==> src/rtl/truth_table_scanner.sv <==
// -----------------------------------------------------------------------------
// truth_table_scanner
//
// Sequential stimulus-and-capture stage for a three-input combinational
// function. A start request walks {C,B,A} through indices 0..7, holds each
// index for SETTLE cycles and samples the function output on the last edge of
// each window into a shadow register. The shadow is published to the
// registered truth table together with a one-cycle done pulse.
//
// Parameters
//   SETTLE : cycles each input combination is held before sampling (1..15)
//   EXPECT : reference truth table, used only when the compare option is on
//
// Ports
//   clk       in   sole clock, rising edge
//   rst_n     in   asynchronous active-low reset
//   start     in   scan request, sampled on clk (ignored while scanning)
//   A, B, C   out  function inputs, index bits 0, 1, 2 (registered)
//   fout      in   function output, combinational from A/B/C
//   busy      out  high while a scan is in progress
//   done      out  one-cycle pulse, tbl freshly valid
//   tbl       out  captured truth table, bit i = fout for index i.
//                  Named tbl because "table" is a reserved word in
//                  SystemVerilog.
//   match     out  (option) tbl == EXPECT
//   first_err out  (option) lowest index where tbl and EXPECT differ, 0 on match
//
// Build option
//   TRUTH_TABLE_SCANNER_COMPARE_EN : when defined, adds the match/first_err
//   ports and the compare logic. When undefined they are absent and all other
//   behaviour is identical.
// -----------------------------------------------------------------------------
module truth_table_scanner #(
  parameter int         SETTLE = 1,
  parameter logic [7:0] EXPECT = 8'h00
) (
  input  logic       clk,
  input  logic       rst_n,
  input  logic       start,
  output logic       A,
  output logic       B,
  output logic       C,
  input  logic       fout,
  output logic       busy,
  output logic       done,
  output logic [7:0] tbl
`ifdef TRUTH_TABLE_SCANNER_COMPARE_EN
  ,
  output logic       match,
  output logic [2:0] first_err
`endif
);

  typedef enum logic [1:0] {
    ST_IDLE = 2'd0,
    ST_SCAN = 2'd1,
    ST_DONE = 2'd2
  } state_t;

  // Counter reload: the window of one index is SETTLE cycles, counted
  // SETTLE-1 down to 0, with the sample taken on the edge where it is 0.
  localparam logic [3:0] RELOAD = 4'(SETTLE - 1);

  // Parameter sanity check at elaboration.
  generate
    if ((SETTLE < 1) || (SETTLE > 15) || ($bits(EXPECT) != 8)) begin : g_bad_param
      $error("truth_table_scanner: SETTLE must be in 1..15");
    end
  endgenerate

  state_t     state_r, state_s;
  logic [2:0] idx_r, idx_s;
  logic [3:0] cnt_r, cnt_s;
  logic [7:0] shadow_r, shadow_s;
  logic [7:0] tbl_r, tbl_s;
  logic [2:0] abc_r, abc_s;
  logic       busy_r, busy_s;
  logic       done_r, done_s;
  logic       last_s;

`ifdef TRUTH_TABLE_SCANNER_COMPARE_EN
  logic       match_r, match_s;
  logic [2:0] ferr_r, ferr_s;

  // Lowest bit index where the two words differ; 0 when they are equal.
  function automatic logic [2:0] first_mismatch(input logic [7:0] a,
                                                input logic [7:0] b);
    logic [7:0] d;
    logic [2:0] r;
    d = a ^ b;
    r = 3'd0;
    // Scan downwards so the lowest differing index is written last.
    for (int i = 7; i >= 0; i--) begin
      if (d[i]) begin
        r = 3'(i);
      end else begin
        r = r;
      end
    end
    return r;
  endfunction
`endif

  // Last cycle of the current index window.
  assign last_s = (cnt_r == 4'd0);

  // State register.
  always_ff @(posedge clk or negedge rst_n) begin
    if (!rst_n) begin
      state_r <= ST_IDLE;
    end else begin
      state_r <= state_s;
    end
  end

  // Next-state logic.
  always_comb begin
    state_s = state_r;
    case (state_r)
      ST_IDLE: begin
        if (start) begin
          state_s = ST_SCAN;
        end else begin
          state_s = ST_IDLE;
        end
      end
      ST_SCAN: begin
        if (last_s && (idx_r == 3'd7)) begin
          state_s = ST_DONE;
        end else begin
          state_s = ST_SCAN;
        end
      end
      ST_DONE: begin
        // A start seen during DONE launches the next scan back-to-back.
        if (start) begin
          state_s = ST_SCAN;
        end else begin
          state_s = ST_IDLE;
        end
      end
      default: begin
        state_s = ST_IDLE;
      end
    endcase
  end

  // Next values of the datapath and of every registered output. The values
  // computed here are what the outputs show in the cycle after the edge.
  always_comb begin
    idx_s    = idx_r;
    cnt_s    = cnt_r;
    shadow_s = shadow_r;
    tbl_s    = tbl_r;
    abc_s    = 3'd0;
    busy_s   = 1'b0;
    done_s   = 1'b0;
`ifdef TRUTH_TABLE_SCANNER_COMPARE_EN
    match_s  = match_r;
    ferr_s   = ferr_r;
`endif
    case (state_r)
      ST_IDLE, ST_DONE: begin
        if (start) begin
          // Launch: index 0 is driven from the next cycle onwards.
          idx_s    = 3'd0;
          cnt_s    = RELOAD;
          shadow_s = 8'h00;
          busy_s   = 1'b1;
        end else begin
          idx_s    = 3'd0;
        end
      end
      ST_SCAN: begin
        busy_s = 1'b1;
        abc_s  = idx_r;
        if (last_s) begin
          shadow_s[idx_r] = fout;
          if (idx_r == 3'd7) begin
            // Final sample: publish the full table on the same edge, so it
            // appears together with done and A/B/C back at 0.
            busy_s = 1'b0;
            abc_s  = 3'd0;
            done_s = 1'b1;
            tbl_s  = shadow_s;
`ifdef TRUTH_TABLE_SCANNER_COMPARE_EN
            match_s = (shadow_s == EXPECT);
            ferr_s  = first_mismatch(shadow_s, EXPECT);
`endif
          end else begin
            idx_s = idx_r + 3'd1;
            cnt_s = RELOAD;
            abc_s = idx_r + 3'd1;
          end
        end else begin
          cnt_s = cnt_r - 4'd1;
        end
      end
      default: begin
        idx_s = 3'd0;
        cnt_s = 4'd0;
      end
    endcase
  end

  // Datapath and output registers; a reset discards any partial scan.
  always_ff @(posedge clk or negedge rst_n) begin
    if (!rst_n) begin
      idx_r    <= 3'd0;
      cnt_r    <= 4'd0;
      shadow_r <= 8'h00;
      tbl_r    <= 8'h00;
      abc_r    <= 3'd0;
      busy_r   <= 1'b0;
      done_r   <= 1'b0;
`ifdef TRUTH_TABLE_SCANNER_COMPARE_EN
      match_r  <= 1'b0;
      ferr_r   <= 3'd0;
`endif
    end else begin
      idx_r    <= idx_s;
      cnt_r    <= cnt_s;
      shadow_r <= shadow_s;
      tbl_r    <= tbl_s;
      abc_r    <= abc_s;
      busy_r   <= busy_s;
      done_r   <= done_s;
`ifdef TRUTH_TABLE_SCANNER_COMPARE_EN
      match_r  <= match_s;
      ferr_r   <= ferr_s;
`endif
    end
  end

  assign A    = abc_r[0];
  assign B    = abc_r[1];
  assign C    = abc_r[2];
  assign busy = busy_r;
  assign done = done_r;
  assign tbl  = tbl_r;
`ifdef TRUTH_TABLE_SCANNER_COMPARE_EN
  assign match     = match_r;
  assign first_err = ferr_r;
`endif

endmodule

==> config.mk <==
export PLATFORM = sky130hd
export DESIGN_NAME = truth_table_scanner
export DESIGN_NICKNAME = d
export VERILOG_FILES = /design/src/rtl/truth_table_scanner.sv
export SDC_FILE = /design/constraint.sdc
export NUM_CORES = 1
export LEC_CHECK = 0
export BUFFER_PORTS_ARGS = -buffer_cell sky130_fd_sc_hd__buf_2
export CAP_MARGIN = 20
export CELL_PAD_IN_SITES_DETAIL_PLACEMENT = 1
export CELL_PAD_IN_SITES_GLOBAL_PLACEMENT = 2
export CORE_ASPECT_RATIO = 0.5
export CORE_MARGIN = 4
export CORE_UTILIZATION = 23
export CTS_CLUSTER_SIZE = 30
export DETAILED_ROUTE_END_ITERATION = 8
export PLACE_DENSITY = 0.57
export SYNTH_ARGS = -nofsm -noshare
export SYNTH_HDL_FRONTEND = slang
export SYNTH_SLANG_ARGS = --single-unit
==> constraint.sdc <==
create_clock -name clk -period 1.76 [get_ports clk]
set_input_delay 0.528 -clock clk [delete_from_list [all_inputs] [get_ports clk]]
set_output_delay 0.528 -clock clk [all_outputs]
set_load 0.01 [all_outputs]
; ---- Yosys cells after proc, flatten, opt, wreduce, memory -nomap -nowiden
; Cells that the tools add are included.
; W data, S select, Z words.
[classes]
magnitude_cmp = 2
eq_ne = 7
n_reduce_logical = 10
n_mux = 26
addsub = 2
[ops]
columns = operator, n
row1 = $mux W3, 6
row2 = $mux W8, 2
row3 = $pmux W8 S2, 1
row4 = $mux W4, 3
row5 = $bwmux W8, 1
row6 = $mux W1, 8
row7 = $pmux W4 S2, 1
row8 = $reduce_and A3 Y1, 2
row9 = $logic_not A4 Y1, 1
row10 = $lt A3 B4 Y1 const B, 1
row11 = $ne A2 B2 Y1 const B, 2
row12 = $pmux W2 S2, 1
row13 = $reduce_and A2 Y1, 2
row14 = $sub A4 B1 Y4 const B, 1
row15 = $add A3 B1 Y3 const B, 1
row16 = $demux W1 S3, 1
row17 = $eq A3 B3 Y1 const B, 1
row18 = $ge A3 B1 Y1 const B, 1
row19 = $ne A3 B3 Y1 const B, 1
row20 = $eq A2 B1 Y1 const B, 1
row21 = $eq A2 B2 Y1 const B, 1
row22 = $logic_and A1 B1 Y1, 2
row23 = $logic_not A2 Y1, 1
row24 = $mux W2, 1
row25 = 4 further kinds, 4
[totals]
elab_cells = 55
register_bits = 30
out_inout_bits = 13

; ---- Longest topological paths before layout
[depth]
ltp_word = 7
ltp_mapped = 5
depth_no_buf = 4

; ---- Least setup slack after synthesis
; OpenSTA, ideal clock, no wires.
[synth_timing]
path_type = register to register
from = register cnt_r[0]
to = register abc_r[0]
stages_incl_launch_ff = 5
slack_ps = 186
arrival_ps = 1496
setup_ps = 78
t_required_ps = 1682
path_cell_list = dfrtp_1 > or4_1 > clkbuf_1 > or3_1 > a21oi_1
[synth_via]
elab_chain_cells = 3
[synth_rtl]
columns = element, line
row1 = "start, declared", 73  ; logic [3:0] cnt_r, cnt_s;
row2 = "start signal, assigned", 222  ; cnt_r <= cnt_s;
row3 = $logic_not A4 Y1, 105  ; assign last_s = (cnt_r == 4'd0);
row4 = $mux W3, 177  ; if (last_s) begin
row5 = $mux W3, 162  ; case (state_r)
row6 = named net abc_s[0], 76  ; logic [2:0] abc_r, abc_s;
row7 = "end signal, assigned", 225  ; abc_r <= abc_s;
row8 = "end, declared", 76
; The timed path passes the listed nets, and every way through them passes these cells.
; A chain may end at the register's enable or synchronous reset.

; ---- Worst setup path after layout
[layout_timing]
from = register cnt_r[0]
to = register shadow_r[7]
[layout_via]
elab_chain_cells = 3
[layout_rtl]
columns = element, line
row1 = $logic_not A4 Y1, 105
row2 = $ne A2 B2 Y1 (no line), --
row3 = $reduce_and A3 Y1 (no line), --
row4 = "end signal, assigned", 223  ; shadow_r <= shadow_s;
row5 = "end, declared", 74  ; logic [7:0] shadow_r, shadow_s;
; Every way passes these cells.

==> results.py <==
metrics = {
    "outcome": {
        "status": "completed",
    },
    "sta": {
        "fmax_mhz": 624,
        "period_share_pct": 91.1,
        "hold_slack_ps": 201,
        "tightest_slew_ps": 404,
        "slew_violations": 0,
        "rsz0062_at_grt": "false",
        "min_period_ps": 1600,
        "tns_ps": 0,
        "hold_viol": 0,
        "setup_viol": 0,
        "slew_headroom_pct": 73.1,
        "skew_ps": 3.21,
    },
    "synth": {
        "synthArstFlopShare_pct": 100,
        "synth-main-ff-cell": "dfrtp_1",
        "synth_edf_count": 0,
        "yosysSeqAreaShare_pct": 54.2,
        "syn-cell-area_sq_um": 1380,
        "synth_cell_type_count": 29,
        "synth_area_per_cell_sq_um": 10.3,
        "ys_ff_latch": 30,
        "yosys_warnings": 0,
        "yosysTopAreaCellShare_pct": 54.2,
        "synthesis.instances": 135,
        "syn_nets": 141,
        "synthTopCellsByArea": "dfrtp_1 54%, mux2i_1 5.8%, a21oi_1 5.4%",
        "synth_area_leader_cell": "dfrtp_1",
    },
    "floorplanning": {
        "num_io_pins": 17,
        "die_x_microns": 118,
        "fp.dieH_microns": 62.9,
        "core_sq_um": 5660,
        "dieArea_sq_um": 7400,
        "rows": 19,
        "start_util_pct": 24.5,
    },
    "setup_path": {
        "reg2reg_depth": 4,
        "regToRegStartpoint": "cnt_r[0]$_DFFE_PN0P_",
        "crit_path_end": "shadow_r[7]$_DFFE_PN0P_",
        "crit_type": "reg2reg",
        "r2r_setup_slack_ps": 160,
        "endpoint_kind": "register",
        "worst-path-max-fanout": 14,
        "crit_start": "cnt_r[0]$_DFFE_PN0P_",
        "critPathArrivalTime_ps": 1750,
        "r2r_end": "shadow_r[7]$_DFFE_PN0P_",
        "cp-start-kind": "register",
        "required_ps": 1910,
    },
    "clock_tree": {
        "hold_buffers": 0,
        "root_buffer": "clkbuf_16",
        "cts_setup_buffers": 0,
        "cts_tree": "yes",
        "clk_pin_slew_ps": 50,
        "clkSinkCount": 30,
        "cts_max_path_buffers": 2,
        "cts_buffers": 5,
        "cts_max_level": 2,
        "post_cts_resized": 0,
        "clock_latency_ps": 270,
    },
    "cells_and_area": {
        "diodes": 0,
        "layout_common_cells": "30 x dfrtp_1, 16 x buf_2, 15 x a21oi_1",
        "fin_nets": 162,
        "final_common_cell": "dfrtp_1",
        "final_cell_area_sq_um": 1770,
        "drive_above_1_share_pct": 22.9,
        "area_growth_syn_to_layout_pct": 27.6,
    },
    "global_routing": {
        "grt_overflow": 0,
        "grt_use_total_pct": 11.6,
        "grt_pass1_wl_microns": 6800,
        "antenna_found_initial": 0,
        "grt_pass1_vias": 1245,
        "grt_max_degree": 31,
    },
    "drt": {
        "dr.pass1.iters": 5,
        "wl_microns": 3920,
        "wl_per_cell_microns": 17.0,
        "viasPerCell": 4.81,
        "vias": 1107,
        "route.detailed.drc": 0,
        "drt_iter0_drc": 39,
        "antenna_left": 0,
    },
    "placed_design": {
        "port_buffers": 16,
        "hpwl_microns": 2590,
        "postPlaceCellArea_sq_um": 1600,
        "gp_congestion": 0.742,
    },
    "power_and_ir_drop": {
        "vdd_drop_max_v": 0.000431,
        "p_leak_nw": 0.794,
        "p_per_area_nw_per_um2": 1810,
    },
    "run": {
        "max-cap-violations": 0,
    },
    "min_path": {
        "hp-class": "in2async",
    },
}
cell families after synthesis:
kind of cell	after synthesis	synth area share, %
AO/OA/AOI/OAI	49	20.7
AND/OR/NAND/NOR	32	13.5
flip-flops	30	54.2
buffers and inverters	14	3.98
multiplexers	8	5.79
adder cells (fa/ha/maj)	2	1.81
registers in the layout (all words and copies together), names as in the netlist:
| name | flops |
|---|---|
| tbl | 8 |
| abc_r | 3 |
| cnt_r | 4 |
| done | 1 |
| shadow_r | 8 |
| state_r | 2 |
| busy | 1 |
| idx_r | 3 |
worst min-delay path by stage:
stage,startpoint,to,slack [ps],cells past startpoint
after floorplan,rst_n,abc_r[0]$_DFF_PN0_,230,0
after global placement,rst_n,state_r[1]$_DFF_PN0_,500,2
after detailed placement,rst_n,tbl[2]$_DFFE_PN0N_,500,2
after CTS,rst_n,state_r[1]$_DFF_PN0_,210,2
after global routing,rst_n,state_r[1]$_DFF_PN0_,220,2
final,rst_n,busy$_DFF_PN0_,200,2
where the power goes:
part	internal, mW	switching [mW]
sequential	0.951	0.130
clock	0.640	0.304
combinational	0.475	0.699
total	2.07	1.13
routing by layer:
| layer | GRT usage (%) | wire (microns) | vias to the layer above |
|---|---|---|---|
| met3 | 3.35 | 91 | 2 |
| met1 | 15.9 | 2050 | 561 |
| met2 | 17.7 | 1750 | 10 |
| met4 | 3.94 | 27 | 0 |
| met5 | 0 | 0 | - |
| li1 | - | - | 534 |
metrics by stage:
stage | power [mW] | instances | util (%) | worst slack [ps]
after global routing | 3.45 | 230 | 31.2 | 47.1
after floorplan | 1.79 | 135 | - | 186
after global placement | 2.27 | 222 | 28.3 | 213
after detailed placement | 2.28 | 222 | 28.3 | 181
final | 3.20 | 230 | 31.2 | 157
after CTS | 3.24 | 230 | 31.2 | 144
area by class of cell:
class	instances	area, sq um
fill	647	3890
sequential	30	751
multi-input combinational	91	578
timing repair buffer	27	175
clock buffer	8	166
tap	73	91.3
inverter	1	3.75
cells in the mapped netlist (2+ instances only):
cell type  number
ha_1            2
nor3b_1         3
clkbuf_1        9
a21oi_1        15
nand2_1         7
nand3b_1        5
nor3_1          2
mux2i_1         8
o22ai_1         2
o21ai_1         6
dfrtp_1        30
and3_1          2
o211ai_1        8
o21ai_0         7
nand2b_1        3
buf_2           2
buf_1           2
nor2_1          4
a31oi_1         8
worst max-delay path: stages (launching register included):
cell and delay [ps]:
dfrtp_1 450, or4_1 540, buf_4 200, o211ai_1 180
o21ai_1 100
(Power assumes the default switching activity.)
